File: src/rtl/stepper_pkg.sv
// stepper_pkg
// Shared types and widths for the stepper output stage.
//   drv_state_t : driver FSM states (OFF, DEAD, DRIVE, HOLD)
//   COIL_W      : coil pattern width
//   STEP_CNT_W  : committed-step counter width
package stepper_pkg;

    localparam int COIL_W     = 4;
    localparam int STEP_CNT_W = 16;

    typedef enum logic [1:0] {
        OFF   = 2'd0,
        DEAD  = 2'd1,
        DRIVE = 2'd2,
        HOLD  = 2'd3
    } drv_state_t;

    // Coils allowed on while moving between two patterns (break-before-make).
    function automatic logic [COIL_W-1:0] coil_overlap(input logic [COIL_W-1:0] a,
                                                       input logic [COIL_W-1:0] b);
        return a & b;
    endfunction

endpackage

File: src/rtl/stepper_phase_driver_hold_pwm.sv
// hold_pwm
// Holding-current PWM generator, only built with STEPPER_HOLD_PWM_EN.
// Ports:
//   clk   in  : clock
//   reset in  : synchronous active-high reset
//   run   in  : count while high; low parks the counter at 0
//   on    out : duty compare for the count loaded at the next edge, so the
//               parent's registered coil output lines up with the counter
`ifdef STEPPER_HOLD_PWM_EN
module hold_pwm #(
    parameter int PWM_PERIOD = 16,
    parameter int HOLD_DUTY  = 4
) (
    input  logic clk,
    input  logic reset,
    input  logic run,
    output logic on
);

    localparam int CW = $clog2(PWM_PERIOD);
    localparam logic [CW-1:0] CNT_LAST = CW'(PWM_PERIOD - 1);

    logic [CW-1:0] pwm_cnt_q, pwm_cnt_d;

    always_comb begin
        pwm_cnt_d = '0;
        if (run) begin
            pwm_cnt_d = (pwm_cnt_q == CNT_LAST) ? '0 : pwm_cnt_q + 1'b1;
        end
    end

    always_ff @(posedge clk) begin
        if (reset) begin
            pwm_cnt_q <= '0;
        end else begin
            pwm_cnt_q <= pwm_cnt_d;
        end
    end

    // 32-bit compare: HOLD_DUTY may equal PWM_PERIOD, which does not fit CW bits.
    assign on = (32'(pwm_cnt_d) < 32'(HOLD_DUTY));

endmodule
`endif

File: src/rtl/stepper_phase_driver.sv
// stepper_phase_driver
// Coil output stage: applies break-before-make dead time on every pattern
// change, counts committed steps, and (optionally) drops to PWM holding
// current after an idle period.
// Optional feature macro: STEPPER_HOLD_PWM_EN (builds HOLD, idle counter and
// hold_pwm; otherwise DRIVE never times out and holding is tied 0).
// Ports:
//   clk             in      : clock
//   reset           in      : synchronous active-high reset
//   enable          in      : low forces coils off
//   stepper_signals in  [4] : requested coil pattern
//   coil_out        out [4] : registered coil drive
//   busy            out     : in DEAD
//   holding         out     : in HOLD
//   step_count      out [16]: committed phase changes, wrapping
module stepper_phase_driver
    import stepper_pkg::*;
#(
    parameter int DEAD_CYCLES  = 4,
    parameter int HOLD_TIMEOUT = 1000,
    parameter int PWM_PERIOD   = 16,
    parameter int HOLD_DUTY    = 4
) (
    input  logic                  clk,
    input  logic                  reset,
    input  logic                  enable,
    input  logic [COIL_W-1:0]     stepper_signals,
    output logic [COIL_W-1:0]     coil_out,
    output logic                  busy,
    output logic                  holding,
    output logic [STEP_CNT_W-1:0] step_count
);

    localparam int DW = (DEAD_CYCLES > 1) ? $clog2(DEAD_CYCLES) : 1;
    localparam logic [DW-1:0] DEAD_LAST = DW'(DEAD_CYCLES - 1);

    drv_state_t              state_q, state_d;
    logic [COIL_W-1:0]       phase_q, phase_d;
    logic [COIL_W-1:0]       target_q, target_d;
    logic [COIL_W-1:0]       coil_q, coil_d;
    logic [DW-1:0]           dead_cnt_q, dead_cnt_d;
    logic [STEP_CNT_W-1:0]   step_count_q, step_count_d;
    logic                    pwm_on;

`ifdef STEPPER_HOLD_PWM_EN
    localparam int IW = (HOLD_TIMEOUT > 1) ? $clog2(HOLD_TIMEOUT) : 1;
    localparam logic [IW-1:0] IDLE_LAST = IW'(HOLD_TIMEOUT - 1);

    logic [IW-1:0] idle_cnt_q, idle_cnt_d;
    logic          pwm_run;

    // Counter only advances while HOLD persists, so it reads 0 on the
    // first HOLD cycle and is parked again as soon as HOLD is left.
    assign pwm_run = (state_q == HOLD) && (state_d == HOLD);

    hold_pwm #(
        .PWM_PERIOD (PWM_PERIOD),
        .HOLD_DUTY  (HOLD_DUTY)
    ) u_hold_pwm (
        .clk   (clk),
        .reset (reset),
        .run   (pwm_run),
        .on    (pwm_on)
    );
`else
    localparam int unused_cfg = HOLD_TIMEOUT + PWM_PERIOD + HOLD_DUTY;
    assign pwm_on = 1'b0;
`endif

    always_comb begin
        state_d      = state_q;
        phase_d      = phase_q;
        target_d     = target_q;
        coil_d       = coil_q;
        dead_cnt_d   = dead_cnt_q;
        step_count_d = step_count_q;
`ifdef STEPPER_HOLD_PWM_EN
        idle_cnt_d   = idle_cnt_q;
`endif
        if (!enable) begin
            // Pending target is dropped; step_count is retained.
            state_d    = OFF;
            phase_d    = '0;
            target_d   = '0;
            coil_d     = '0;
            dead_cnt_d = '0;
`ifdef STEPPER_HOLD_PWM_EN
            idle_cnt_d = '0;
`endif
        end else begin
            case (state_q)
                OFF: begin
                    state_d    = DEAD;
                    phase_d    = '0;
                    target_d   = stepper_signals;
                    dead_cnt_d = DEAD_LAST;
                    coil_d     = '0;
                end
                DEAD: begin
                    if (stepper_signals != target_q) begin
                        // Retarget restarts the full dead interval.
                        target_d   = stepper_signals;
                        dead_cnt_d = DEAD_LAST;
                        coil_d     = coil_overlap(phase_q, stepper_signals);
                    end else if (dead_cnt_q == '0) begin
                        state_d      = DRIVE;
                        phase_d      = target_q;
                        coil_d       = target_q;
                        step_count_d = step_count_q + 1'b1;
`ifdef STEPPER_HOLD_PWM_EN
                        idle_cnt_d   = '0;
`endif
                    end else begin
                        dead_cnt_d = dead_cnt_q - 1'b1;
                        coil_d     = coil_overlap(phase_q, target_q);
                    end
                end
                DRIVE: begin
                    if (stepper_signals != phase_q) begin
                        state_d    = DEAD;
                        target_d   = stepper_signals;
                        dead_cnt_d = DEAD_LAST;
                        coil_d     = coil_overlap(phase_q, stepper_signals);
                    end else begin
                        coil_d = phase_q;
`ifdef STEPPER_HOLD_PWM_EN
                        if (idle_cnt_q == IDLE_LAST) begin
                            state_d = HOLD;
                            coil_d  = pwm_on ? phase_q : '0;
                        end else begin
                            idle_cnt_d = idle_cnt_q + 1'b1;
                        end
`endif
                    end
                end
                HOLD: begin
                    // Pattern change overrides PWM phase immediately.
                    if (stepper_signals != phase_q) begin
                        state_d    = DEAD;
                        target_d   = stepper_signals;
                        dead_cnt_d = DEAD_LAST;
                        coil_d     = coil_overlap(phase_q, stepper_signals);
                    end else begin
                        coil_d = pwm_on ? phase_q : '0;
                    end
                end
                default: begin
                    state_d = OFF;
                    coil_d  = '0;
                end
            endcase
        end
    end

    always_ff @(posedge clk) begin
        if (reset) begin
            state_q      <= OFF;
            phase_q      <= '0;
            target_q     <= '0;
            coil_q       <= '0;
            dead_cnt_q   <= '0;
            step_count_q <= '0;
`ifdef STEPPER_HOLD_PWM_EN
            idle_cnt_q   <= '0;
`endif
        end else begin
            state_q      <= state_d;
            phase_q      <= phase_d;
            target_q     <= target_d;
            coil_q       <= coil_d;
            dead_cnt_q   <= dead_cnt_d;
            step_count_q <= step_count_d;
`ifdef STEPPER_HOLD_PWM_EN
            idle_cnt_q   <= idle_cnt_d;
`endif
        end
    end

    assign coil_out   = coil_q;
    assign busy       = (state_q == DEAD);
    assign step_count = step_count_q;
`ifdef STEPPER_HOLD_PWM_EN
    assign holding    = (state_q == HOLD);
`else
    assign holding    = 1'b0;
`endif

endmodule

File: config.mk
export PLATFORM = sky130hd
export DESIGN_NAME = stepper_phase_driver
export DESIGN_NICKNAME = d
export VERILOG_FILES = /design/src/rtl/stepper_pkg.sv /design/src/rtl/stepper_phase_driver_hold_pwm.sv /design/src/rtl/stepper_phase_driver.sv
export SDC_FILE = /design/constraint.sdc
export NUM_CORES = 1
export LEC_CHECK = 0
export BUFFER_PORTS_ARGS = -buffer_cell sky130_fd_sc_hd__buf_2
export CAP_MARGIN = 40
export CORE_UTILIZATION = 30
export DETAILED_ROUTE_END_ITERATION = 7
export GPL_ROUTABILITY_DRIVEN = 0
export PLACE_DENSITY_LB_ADDON = 0.08
export SYNTH_ARGS = -nofsm -noshare
export SYNTH_HDL_FRONTEND = slang
export SYNTH_SLANG_ARGS = --single-unit
File: constraint.sdc
create_clock -name clk -period 2.4 [get_ports clk]
set_input_delay 0.36 -clock clk [delete_from_list [all_inputs] [get_ports clk]]
set_output_delay 0.36 -clock clk [all_outputs]
set_load 0.03 [all_outputs]
-- Word-level counts from Yosys, hierarchy flattened
Index checks and enable logic that the tools add are counted.
- logic and storage cells: 51
- bits in registers: 32
- output and inout bits: 22
- input port bits: 7
- bitwise gates (word level): 4
- reduce and logical (&&, ||, !) cells: 10
- multiplexer cells: 19
- eq/ne operators: 10
- add/subtract/negate cells: 2
- operator list (kind ; number):
    $mux 4 ; 8
    $add 16x1->16 const B ; 1
    $pmux 4 s4 ; 1
    $mux 2 ; 6
    $pmux 2 s3 ; 2
    $pmux 4 s3 ; 1
    $and 4x4->4 ; 2
    $ne 4x4->1 ; 2
    $pmux 4 s2 ; 1
    $ne 2x1->1 const B ; 3
    $reduce_and 3->1 ; 2
    $eq 2x2->1 const B ; 2
    $logic_not 2->1 ; 2
    $reduce_and 2->1 ; 2
    $reduce_and 4->1 ; 1
    $reduce_or 2->1 ; 2
    $ne 3x3->1 const B ; 1
    $eq 2x1->1 const B ; 1
    $ne 2x2->1 const B ; 1
    $not 1->1 ; 2
    $reduce_bool 2->1 ; 1
    $sub 2x1->2 const B ; 1

-- Logic depth before layout (Yosys ltp)
- depth in word-level cells: 4
- depth in mapped cells: 7
- gate-level depth less buffers: 7

-- Least setup slack after synthesis
OpenSTA, ideal clock, no wires.
- kind: input to register
- start point: input stepper_signals[2]
- end point: register dead_cnt_q[0]
- stages: 5
- arrival time: 1754 ps
- required time: 2314 ps
- library setup time: 86 ps
- path buffers: 0
- setup slack: 560 ps
- cell sequence: ha_1 > nor4_2 > nand2_1 > and3_1 > a211oi_1
- longest elaborated chain between the ends: 3
- elaborated cells on any way between the ends: 7
- classes of those cells: 4 x eq/ne; 2 x mux; 1 x reduce/logical
- RTL lines (item ; RTL line ; text):
    from (decl) ; stepper_phase_driver.sv:27 ; input logic [COIL_W-1:0] stepper_signals,
    $ne 4x4->1 (on tied branches) ; stepper_phase_driver.sv:100, stepper_phase_driver.sv:119, stepper_phase_driver.sv:138 ;
    $mux 2 (tied with other cells) ; stepper_phase_driver.sv:100 ; if (stepper_signals != target_q) begin
    $pmux 2 s3 or $reduce_and 2->1 (tied branches) ; n/a ;
    to (signal assigned) ; stepper_phase_driver.sv:171 ; dead_cnt_q <= dead_cnt_d;
    to (decl) ; stepper_phase_driver.sv:41 ; logic [DW-1:0] dead_cnt_q, dead_cnt_d;
Parallel ways exist; a longest one is shown, timed or not.
A chain may end at the register's enable or synchronous reset.

-- Final worst setup path
- start point: register dead_cnt_q[0]
- end point: register step_count_q[13], in the netlist step_count[13]
- longest elaborated chain between the ends: 2
- RTL lines (item ; RTL line ; text):
    $logic_not 2->1 ; stepper_phase_driver.sv:105 ; end else if (dead_cnt_q == '0) begin
    $reduce_and 4->1 (no source line) ; n/a ;
    to (signal assigned) ; stepper_phase_driver.sv:172 ; step_count_q <= step_count_d;
    to (decl) ; stepper_phase_driver.sv:42 ; logic [STEP_CNT_W-1:0] step_count_q, step_count_d;
Every way passes these cells.

==> metrics.txt <==
residual DRC count 0; Async SR Flop Fraction 0; Area growth, synth to finish 19.2%; Met2 Wirelength 1620 µm; Diodes inserted 0; Post-Route Setup TNS 0 ps; leading cell type in the layout, fill and taps excluded dfxtp_1; post-synth top area cell dfxtp_1; initial antenna violation count 0; Worst Hold Class in2reg; Max Fanout on Critical Path 8; Post-synth EDFFs 0; Cell Rows 26; Max-slew headroom 0.643; dpl hpwl 2710 µm; Post-CTS Repair Setup Buffers 0; Via Count 1,375; Met1 Routed Length 1780 µm; initial DRC count 37; layout cell share with drive strength beyond 1 0.222; share of the synthesized area in the top cell type 0.399; clock buffer depth 2; Slew @ Worst Pin 530 ps; internal power 868 µW; IO buf count 27; worst skew pair latency 280 ps; met3 wire len 134 µm; cts repair resizes 0; CTS tree yes; average size of a mapped cell 8.93 µm²; Seq/Total Area, Yosys 0.399; hold buffer count at cts 0; Total Routing Usage GR 0.147; initial core utilization 0.313; sw frac 0.230; commonest non-fill, non-tap cells in the layout dfxtp_1 (32), buf_2 (27), nor2_1 (21); Layout Skew 9.88 ps; CTS sink count 32; GR Overflow Total 0; drt wl/cell 12.8 µm; Routed Wire Length 3620 µm; Most used DFF post-synth dfxtp_1; Synth Cell Area 0.00161 mm²; Hold Vio Cnt, Final 0; min Tclk post-route 1960 ps; die span in y 75.2 µm; Non-Filler Cell Area, Final 0.00191 mm²; number of global-route vias before repair 1,328; Max Clock Freq 509 MHz; Crit. End Element flip-flop; Worst Path Arrival 2150 ps; root buffer cell clkbuf_8; LEAKAGE 0.000786 µW; top sig layer met4; WS Path Type reg2reg; fin crit share 0.819; Max Slew Vio Count 0; Vias/cell 4.88; Flop pwr share 0.483; First-pass DRT Iterations 4; Core Region 0.00514 mm²; MaxCap Viol Count 0; Area contributors post-synth dfxtp_1 (40%), xnor2_1 (6.5%), nor2_1 (4.9%); ANT nets after route 0; Min Hold Slack 353 ps; PD cells 588 mW/mm²; Inserted Clock Buffers 5; Nets 224; Yosys cell types 39; combinational power share 0.063; Max rail drop VDD 0.000196 V; first-pass GRT wire length 6120 µm; clock share of power 0.454; RSZ-0062 raised after global routing false; Critical Path Start Type flip-flop; placed inst area 0.00181 mm²; synth warn 0; largest net degree at the start of global routing 19; Seq cells post-synth 32; die width 75.2 µm; Worst Path Required 2590 ps; switching power total 258 µW; status finished clean; Net Count, Synth 193; H-tree depth 2; Worst-path clk slew 70 ps; Finish-stage setup viols 0; cell count after synthesis 180; Die Area 0.00565 mm²; I/O pins 29
-- flip-flops by register name, summed over array words and instances (netlist names) --
name,cells
phase_q,4
dead_cnt_q,2
step_count,16
coil_out,4
state_q,2
target_q,4
-- synthesized netlist by cell type (2+ instances only) --
| library cell | n |
|---|---|
| ha_1 | 6 |
| a21oi_1 | 11 |
| nand2_1 | 17 |
| clkbuf_1 | 3 |
| xnor2_1 | 12 |
| nand2b_1 | 2 |
| o211ai_1 | 4 |
| nor2_1 | 21 |
| inv_1 | 8 |
| and4_1 | 3 |
| a22o_1 | 3 |
| a21o_1 | 2 |
| nand3_1 | 10 |
| and3_1 | 3 |
| nor3_2 | 4 |
| dfxtp_1 | 32 |
| o21ai_0 | 3 |
| buf_6 | 3 |
| nand4_1 | 4 |
| nor3_1 | 5 |
| xor2_1 | 5 |
| a211oi_1 | 2 |
-- power groups by stage --
stage	Sequential (µW)	Clock [µW]	Combinational [µW]
6_report	544	511	71.5
5_1_grt	544	554	80.2
4_1_cts	544	531	71.9
3_5_place_dp	556	0	71.6
3_3_place_gp	556	0	71.2
2_1_floorplan	554	0	53.5
-- final cells by class --
cell class              count  area (µm²)
flip-flops and latches     32         641
multi-input cells         133         883
repair buffers             31         165
fillers                   570        3230
well taps                  70        87.6
clock buffers               6        72.6
inverters                   8        30.0
clock inverters             2        35.0
-- metrics by stage --
stage                      util  std cells  power [µW]  setup WS [ps]
after global routing      0.372        282        1180            253
after detailed placement  0.352        274         627            423
after floorplan               -        180         608            560
after CTS                 0.372        282        1150            422
final                     0.372        282        1130            435
after global placement    0.352        274         627            436
-- worst max-delay path, stage by stage, from the launching register on --
cell and delay, ps:
dfxtp_1 320, inv_1 60, ha_1 320, nand4b_4 190, or4_4 610, nor3_2 160, nor3b_1 70, a21o_1 150
-- path summary, 6_finish.rpt --
kind                                       end  cells past startpoint               start  slack (ps)
worst min register to register   dead_cnt_q[0]                      1       dead_cnt_q[0]         470
worst min-delay path               target_q[0]                      3  stepper_signals[0]         350
worst max-delay path            step_count[13]                      7       dead_cnt_q[0]         440
worst max register to register  step_count[13]                      7       dead_cnt_q[0]         440
-- kinds of logic after synthesis --
logic type | share of synthesized area
buffers and inverters | 0.0514
DFF | 0.399
and+or+nand+nor | 0.285
xor gates and xnor gates | 0.0927
other | 0.00233
AOI/OAI and AO/OA | 0.123
adders and majority gates | 0.0467
-- layer usage --
metal  GRT usage  up-vias
met2       0.229       26
met5           0        -
li1            -      689
met4      0.0864        0
met1       0.185      651
met3      0.0361        9
Power figures use the tool's default switching activity.
